==> src/rtl/bit_serializer_pkg.sv <==
// Shared types and sizing helpers for the serial feed stages.
package bit_serializer_pkg;

    typedef enum logic {
        ST_IDLE  = 1'b0,
        ST_SHIFT = 1'b1
    } state_e;

    // Bit-position counter width for a word of w bits (never below 1).
    function automatic int unsigned cnt_width(input int unsigned w);
        return (w > 2) ? $clog2(w) : 1;
    endfunction

endpackage

==> src/rtl/bit_shift_reg.sv <==
// Loadable shift register; the tap is the bit at the outgoing end.
module bit_shift_reg #(
    parameter int unsigned WIDTH     = 8,
    parameter bit          MSB_FIRST = 1'b1
) (
    input  logic             clk,
    input  logic             rst,
    input  logic             load_i,
    input  logic             shift_i,
    input  logic [WIDTH-1:0] data_i,
    output logic             tap_o
);

    logic [WIDTH-1:0] sreg_q;
    logic [WIDTH-1:0] sreg_d;

    // Load wins over shift; vacated positions fill with zero.
    always_comb begin
        sreg_d = sreg_q;
        if (load_i) begin
            sreg_d = data_i;
        end else if (shift_i) begin
            if (MSB_FIRST) begin
                sreg_d = {sreg_q[WIDTH-2:0], 1'b0};
            end else begin
                sreg_d = {1'b0, sreg_q[WIDTH-1:1]};
            end
        end
    end

    always_ff @(posedge clk or negedge rst) begin
        if (!rst) begin
            sreg_q <= '0;
        end else begin
            sreg_q <= sreg_d;
        end
    end

    assign tap_o = MSB_FIRST ? sreg_q[WIDTH-1] : sreg_q[0];

endmodule

==> src/rtl/bit_serializer.sv <==
// Parallel-to-serial feed stage with a one-word holding register for gapless streaming.
module bit_serializer
    import bit_serializer_pkg::*;
#(
    parameter int unsigned WIDTH     = 8,
    parameter bit          MSB_FIRST = 1'b1,
    parameter bit          IDLE_BIT  = 1'b0
) (
    input  logic             clk,
    input  logic             rst,
    input  logic [WIDTH-1:0] in_data,
    input  logic             in_valid,
    output logic             in_ready,
    output logic             dout,
    output logic             dout_valid,
    output logic             word_start,
    output logic             busy
);

    localparam int unsigned CW = cnt_width(WIDTH);
    localparam logic [CW-1:0] CNT_LAST = CW'(WIDTH - 1);

    state_e           state_q, state_d;
    logic [CW-1:0]    cnt_q, cnt_d;
    logic [WIDTH-1:0] hold_q, hold_d;
    logic             hold_full_q, hold_full_d;
    logic             accept;
    logic             sr_load;
    logic             sr_shift;
    logic [WIDTH-1:0] sr_data;
    logic             sr_tap;

    assign in_ready = rst & ~hold_full_q;
    assign accept   = in_valid & in_ready;

    bit_shift_reg #(
        .WIDTH     (WIDTH),
        .MSB_FIRST (MSB_FIRST)
    ) u_sreg (
        .clk     (clk),
        .rst     (rst),
        .load_i  (sr_load),
        .shift_i (sr_shift),
        .data_i  (sr_data),
        .tap_o   (sr_tap)
    );

    // Next-state: IDLE loads directly, SHIFT refills from hold or input at the last bit.
    always_comb begin
        state_d     = state_q;
        cnt_d       = cnt_q;
        hold_d      = hold_q;
        hold_full_d = hold_full_q;
        sr_load     = 1'b0;
        sr_shift    = 1'b0;
        sr_data     = in_data;
        case (state_q)
            ST_IDLE: begin
                if (accept) begin
                    sr_load = 1'b1;
                    cnt_d   = '0;
                    state_d = ST_SHIFT;
                end
            end
            ST_SHIFT: begin
                if (cnt_q != CNT_LAST) begin
                    sr_shift = 1'b1;
                    cnt_d    = cnt_q + CW'(1);
                    if (accept) begin
                        hold_d      = in_data;
                        hold_full_d = 1'b1;
                    end
                end else if (hold_full_q) begin
                    sr_load     = 1'b1;
                    sr_data     = hold_q;
                    hold_full_d = 1'b0;
                    cnt_d       = '0;
                    if (accept) begin
                        hold_d      = in_data;
                        hold_full_d = 1'b1;
                    end
                end else if (accept) begin
                    sr_load = 1'b1;
                    cnt_d   = '0;
                end else begin
                    state_d = ST_IDLE;
                end
            end
            default: state_d = ST_IDLE;
        endcase
    end

    always_ff @(posedge clk or negedge rst) begin
        if (!rst) begin
            state_q     <= ST_IDLE;
            cnt_q       <= '0;
            hold_q      <= '0;
            hold_full_q <= 1'b0;
        end else begin
            state_q     <= state_d;
            cnt_q       <= cnt_d;
            hold_q      <= hold_d;
            hold_full_q <= hold_full_d;
        end
    end

    // Output decode from registered state only.
    assign dout_valid = (state_q == ST_SHIFT);
    assign dout       = dout_valid ? sr_tap : IDLE_BIT;
    assign word_start = dout_valid && (cnt_q == '0);
    assign busy       = dout_valid | hold_full_q;

endmodule
==> config.mk <==
export PLATFORM = sky130hd
export DESIGN_NAME = bit_serializer
export DESIGN_NICKNAME = d
export VERILOG_FILES = /design/src/rtl/bit_serializer_pkg.sv /design/src/rtl/bit_shift_reg.sv /design/src/rtl/bit_serializer.sv
export SDC_FILE = /design/constraint.sdc
export NUM_CORES = 1
export LEC_CHECK = 0
export BUFFER_PORTS_ARGS = -buffer_cell sky130_fd_sc_hd__buf_2
export CAP_MARGIN = 30
export CORE_UTILIZATION = 54
export DETAILED_ROUTE_END_ITERATION = 10
export PLACE_DENSITY = 0.76
export SLEW_MARGIN = 20
export SYNTH_ARGS = -nofsm -noshare
export SYNTH_HDL_FRONTEND = slang
export SYNTH_HIERARCHICAL = 1
export SYNTH_SLANG_ARGS = --single-unit
==> constraint.sdc <==
create_clock -name clk -period 2.7 [get_ports clk]
set_clock_uncertainty 0.2 [all_clocks]
set_input_delay 0.405 -clock clk [delete_from_list [all_inputs] [get_ports clk]]
set_output_delay 0.405 -clock clk [all_outputs]
set_load 0.03 [all_outputs]
# ---- Word-level counts from Yosys, hierarchy flattened
# Index checks and enable logic that the tools add are counted.
dict set report word_totals {
  rom_bits 0
  mem_count 0
  latch_bits 0
  regBits 21
  input_bits 11
  elab_cells 43
  out_inout_bits 5
  mem_bits_rw 0
}
dict set report classes {
  n_addsub 1
  bitwise 5
  magnitude_cmp 0
  n_eq_ne 2
  reduce_logical 6
  n_div 0
  multipliers 0
  n_shift 0
  muxes 24
}
# cell n
set ops {}
lappend ops {{$mux 8} 8}
lappend ops {{$mux 1} 10}
lappend ops {{$mux 3} 3}
lappend ops {{$pmux 3 s2} 1}
lappend ops {{$pmux 1 s2} 2}
lappend ops {{$reduce_and 2->1} 2}
lappend ops {{$reduce_bool 2->1} 2}
lappend ops {{$add 3x1->3 const B} 1}
lappend ops {{$logic_not 3->1} 1}
lappend ops {{$ne 3x3->1 const B} 1}
lappend ops {{$and 1x1->1} 2}
lappend ops {{$ne 2x2->1 const B} 1}
lappend ops {{$not 1->1} 2}
lappend ops {{$logic_and 1x1->1} 1}
lappend ops {{$or 1x1->1} 1}

# ---- Depth between registers and ports, before layout
dict set report depth {
  ltp_word 8
  depth_mapped 8
  depth_no_buf 6
}

# ---- By module
# The synthesis kept the hierarchy.
# mod area_each_um2 seq_area_each_um2 n_inst cells_per_inst
set modules_own_cells {}
lappend modules_own_cells {bit_serializer 699.4 325.3 1 55}
lappend modules_own_cells {bit_shift_reg 369.1 200.2 1 34}

# ---- Worst setup path before layout
# Ideal clock, no wire load.
dict set report synth_timing {
  path_type {register -> register}
  startpoint {reg cnt_q[0]}
  endpoint {reg u_sreg.sreg_q[3]}
  t_required_ns 2.379
  setup_slack_ns 0.818
  arrival_ns 1.561
  period_less_slack_ns 1.882
  path_buffers 2
  setup_ns 0.121
  path_stages_with_launch 8
  cell_sequence {dfrtp_1 > ha_1 > ha_1 > and2b_1 > buf_6 > a21oi_1 > buf_6 > o21ai_1}
}
dict set report synth_between {
  elab_chain_cells 4
  elab_cells_between_ends 9
  classes_between {eq/ne (1); mux (7); reduce/logical (1)}
}
# element line
set synth_lines {}
lappend synth_lines {{start: declaration} bit_serializer.sv:24} ;# logic [CW-1:0] cnt_q, cnt_d;
lappend synth_lines {{start signal: assignment} bit_serializer.sv:101} ;# cnt_q <= cnt_d;
lappend synth_lines {{$ne 3x3->1} bit_serializer.sv:66} ;# if (cnt_q != CNT_LAST) begin
lappend synth_lines {{$mux 1} bit_serializer.sv:66}
lappend synth_lines {{$mux 1} bit_serializer.sv:57} ;# case (state_q)
lappend synth_lines {{via sr_shift} bit_serializer.sv:29} ;# logic sr_shift;
lappend synth_lines {{$reduce_bool 2->1 (no source line)} --}
lappend synth_lines {{end signal: assignment} bit_shift_reg.sv:35} ;# sreg_q <= sreg_d;
lappend synth_lines {{end: declaration} bit_shift_reg.sv:14} ;# logic [WIDTH-1:0] sreg_q;
# The timed path passes the listed nets, and every way through them passes these cells.
# A chain may end at the register's enable or synchronous reset.

# ---- Worst setup path in the final report
dict set report layout_timing {
  startpoint {in rst}
  endpoint {out in_ready}
}
dict set report layout_between {
  elab_chain_cells 1
}
# element line
set layout_lines {}
lappend layout_lines {{start: declaration} bit_serializer.sv:10} ;# input logic rst,
lappend layout_lines {{$and 1x1->1} bit_serializer.sv:33} ;# assign in_ready = rst & ~hold_full_q;
lappend layout_lines {{end: declaration} bit_serializer.sv:13} ;# output logic in_ready,
# No other way between the ends.

==> metrics.yaml <==
clocking:
  cts_setup_buffers: 0
  clock-sinks: 21
  cts_resized: 0
  clk_pin_slew_ns: 0.12
  cts-root-buf: "clkbuf_4"
  cts.path.max_buffers: 2
  cts_made_buffers: 3
  cts_tree: "yes"
  clock_latency_ns: 0.31
  postCtsHoldBufs: 1
  cts_htree_levels: 1
logic_synthesis:
  synthFlopType: "dfrtp_1"
  syn_nets: 103
  synth_top_area_share_pct: 49.2
  synth_area_leader_cell: "dfrtp_1"
  synthCells: 89
  synth.most_common_cell: "dfrtp_1"
  yosysWarnings: 6
  ys_types: 23
  avgSynthCellArea_um2: 12.0
  synth_enable_flop_cells: 0
  netlist_top_cells_count: "21 x dfrtp_1, 17 x mux2_2, 10 x nand2_1, 7 x mux2i_1, 7 x o21ai_1"
  syn-cell-area_um2: 1070
  synth_seq_cells: 21
  ys_seq_area_share_pct: 49.2
  async_flop_share_pct: 100
  yosys-top-cells-area: "dfrtp_1 49%, mux2_2 18%, mux2i_1 6.6%, ha_1 3.5%, nand2_1 3.5%"
layout:
  nNetsFinal: 123
  fin_area_um2: 1190
  syn2layout_area_growth_pct: 11.7
  diodes: 0
  drive_gt1_share_pct: 38.0
setup_path:
  critical_path_required_ns: 2.10
  startpoint: "rst"
  crit_path_start_kind: "input pin"
  critPathKind: "in -> out"
  worst_setup_path_end_kind: "output pin"
  crit_chain: "dlygate4sd3_1 > buf_2 > buf_4 > nor2b_1 > buf_2"
  cp.arrival_ns: 1.87
  worst-path-buf-inv: 4
  cpMostUsedCell: "buf_2"
  crit_family: "buffers and inverters"
  critPathMaxStageDelay_ns: 0.52
  cp_max_fo: 23
  slowest_stage: "dlygate4sd3_1"
  r2r_start: "cnt_q[0]"
floorplanning:
  io_pins: 16
  die_y_um: 46.5
  coreArea_um2: 1780
  die-area_um2: 2160
  start_util_pct: 59.9
  die_x_um: 46.5
  rows: 15
timing:
  worstMarginPinSlew_ns: 0.392
  max_freq_mhz: 404
  slew_headroom_pct: 73.8
  rsz0062_at_grt: "no"
  drv_slew: 0
  hold_violations: 0
  setup_tns_ns: 0
  period_share_pct: 91.8
  period_needed_ns: 2.48
  setup_viol: 0
global_routing:
  antenna_found_initial: 0
  grt_pass1_vias: 694
  grt_pass1_wl_um: 3040
  overflow: 0
  grt_use_total_pct: 20.6
  grt_max_degree: 24
power:
  irDropWorstVdd_uv: 644
  p_leak_nw: 0.578
  power_density_nw_per_um2: 1090
place:
  gp_congestion: 0.778
  dp_hpwl_um: 1310
  placed_area_um2: 1150
  io_buffers: 15
detailed_routing:
  dr.pass1.iters: 4
  via_per_inst: 5.23
  remaining_drc_errors: 0
  ant_nets: 0
  wl_um: 1880
  wl_per_cell_um: 14.1
  drt-initial-drc-count: 7
  vias: 695
hold_path:
  holdCritStartpoint: "in_data[7]"
  min_path_type: "in -> reg"
run_status:
  status: "completed"
flow_run:
  max_cap_violations: 0
[cell type report]
class | instances | area (um^2)
multi-input combinational | 61 | 490
fill | 154 | 589
tap | 25 | 31.3
sequential | 21 | 526
timing repair buffer | 19 | 108
clock inverter | 1 | 5.00
inverter | 3 | 11.3
clock buffer | 3 | 22.5
[per-layer routing]
layer	up-vias	wire [um]	track usage [%]
li1	347	-	-
met2	13	913	32.5
met1	333	917	27.6
met5	-	0	0
met3	2	36	2.35
met4	0	10	10.6
[cell usage in the layout (no fill, tap or decap)]
cell and n:
a21boi_1 1, a21oi_1 2, a22o_1 2, a31oi_1 1
and2_1 1, and2b_1 1, buf_2 15, buf_4 2
clkbuf_4 4, clkinv_2 1, dfrtp_1 21, dlygate4sd3_1 1
ha_1 3, inv_1 3, mux2_2 17, mux2i_1 7
nand2_1 10, nand2b_1 2, nand3_1 1, nand3_4 1
nand3b_1 1, nor2_1 1, nor2b_1 1, o21ai_0 1
o21ai_1 7, or2_2 1
[power breakdown]
part / switching, W / leakage (nW) / internal (W) / total, W
Sequential: 0.0000979 / 0.256 / 0.000462 / 0.000560
Combinational: 0.000306 / 0.304 / 0.000278 / 0.000584
Clock: 0.0000963 / 0.0177 / 0.0000552 / 0.000152
[state kept, by name, indices dropped and copies added, names as in the netlist]
name           cells
cnt_q              3
hold_full_q        1
hold_q             8
u_sreg/sreg_q      8
dout_valid         1
[stage by stage]
| step | setup slack [ns] | power [W] | std cells | hold WS, ns | util [%] |
|---|---|---|---|---|---|
| finish | 0.222 | 0.00130 | 133 | 0.139 | 66.9 |
| floorplan | 0.818 | 0.00104 | 89 | -0.0906 | - |
| CTS | 0.217 | 0.00129 | 132 | 0.131 | 66.5 |
| detailed placement | 0.374 | 0.00114 | 127 | 0.214 | 64.4 |
| global route | 0.104 | 0.00139 | 133 | 0.135 | 66.9 |
| global placement | 0.513 | 0.00110 | 127 | 0.208 | 64.4 |
[path summary, 6_finish.rpt]
check / end / slack, ns / depth (start not counted)
hold reg to reg: hold_q[2] / 0.32 / 1
hold / removal: hold_q[7] / 0.14 / 2
max in group asynchronous: hold_q[3] / 1.66 / 3
min in group asynchronous: hold_full_q / 0.41 / 3
setup / recovery: in_ready / 0.22 / 5
setup reg to reg: hold_q[1] / 0.61 / 6
[kinds of logic after synthesis]
family,synth area share [%]
compound gates,7.61
simple gates,10.3
flops,49.2
buf+inv,4.92
fa+ha+maj,3.51
mux,24.5
No activity file was read; power rests on OpenSTA's default activity.
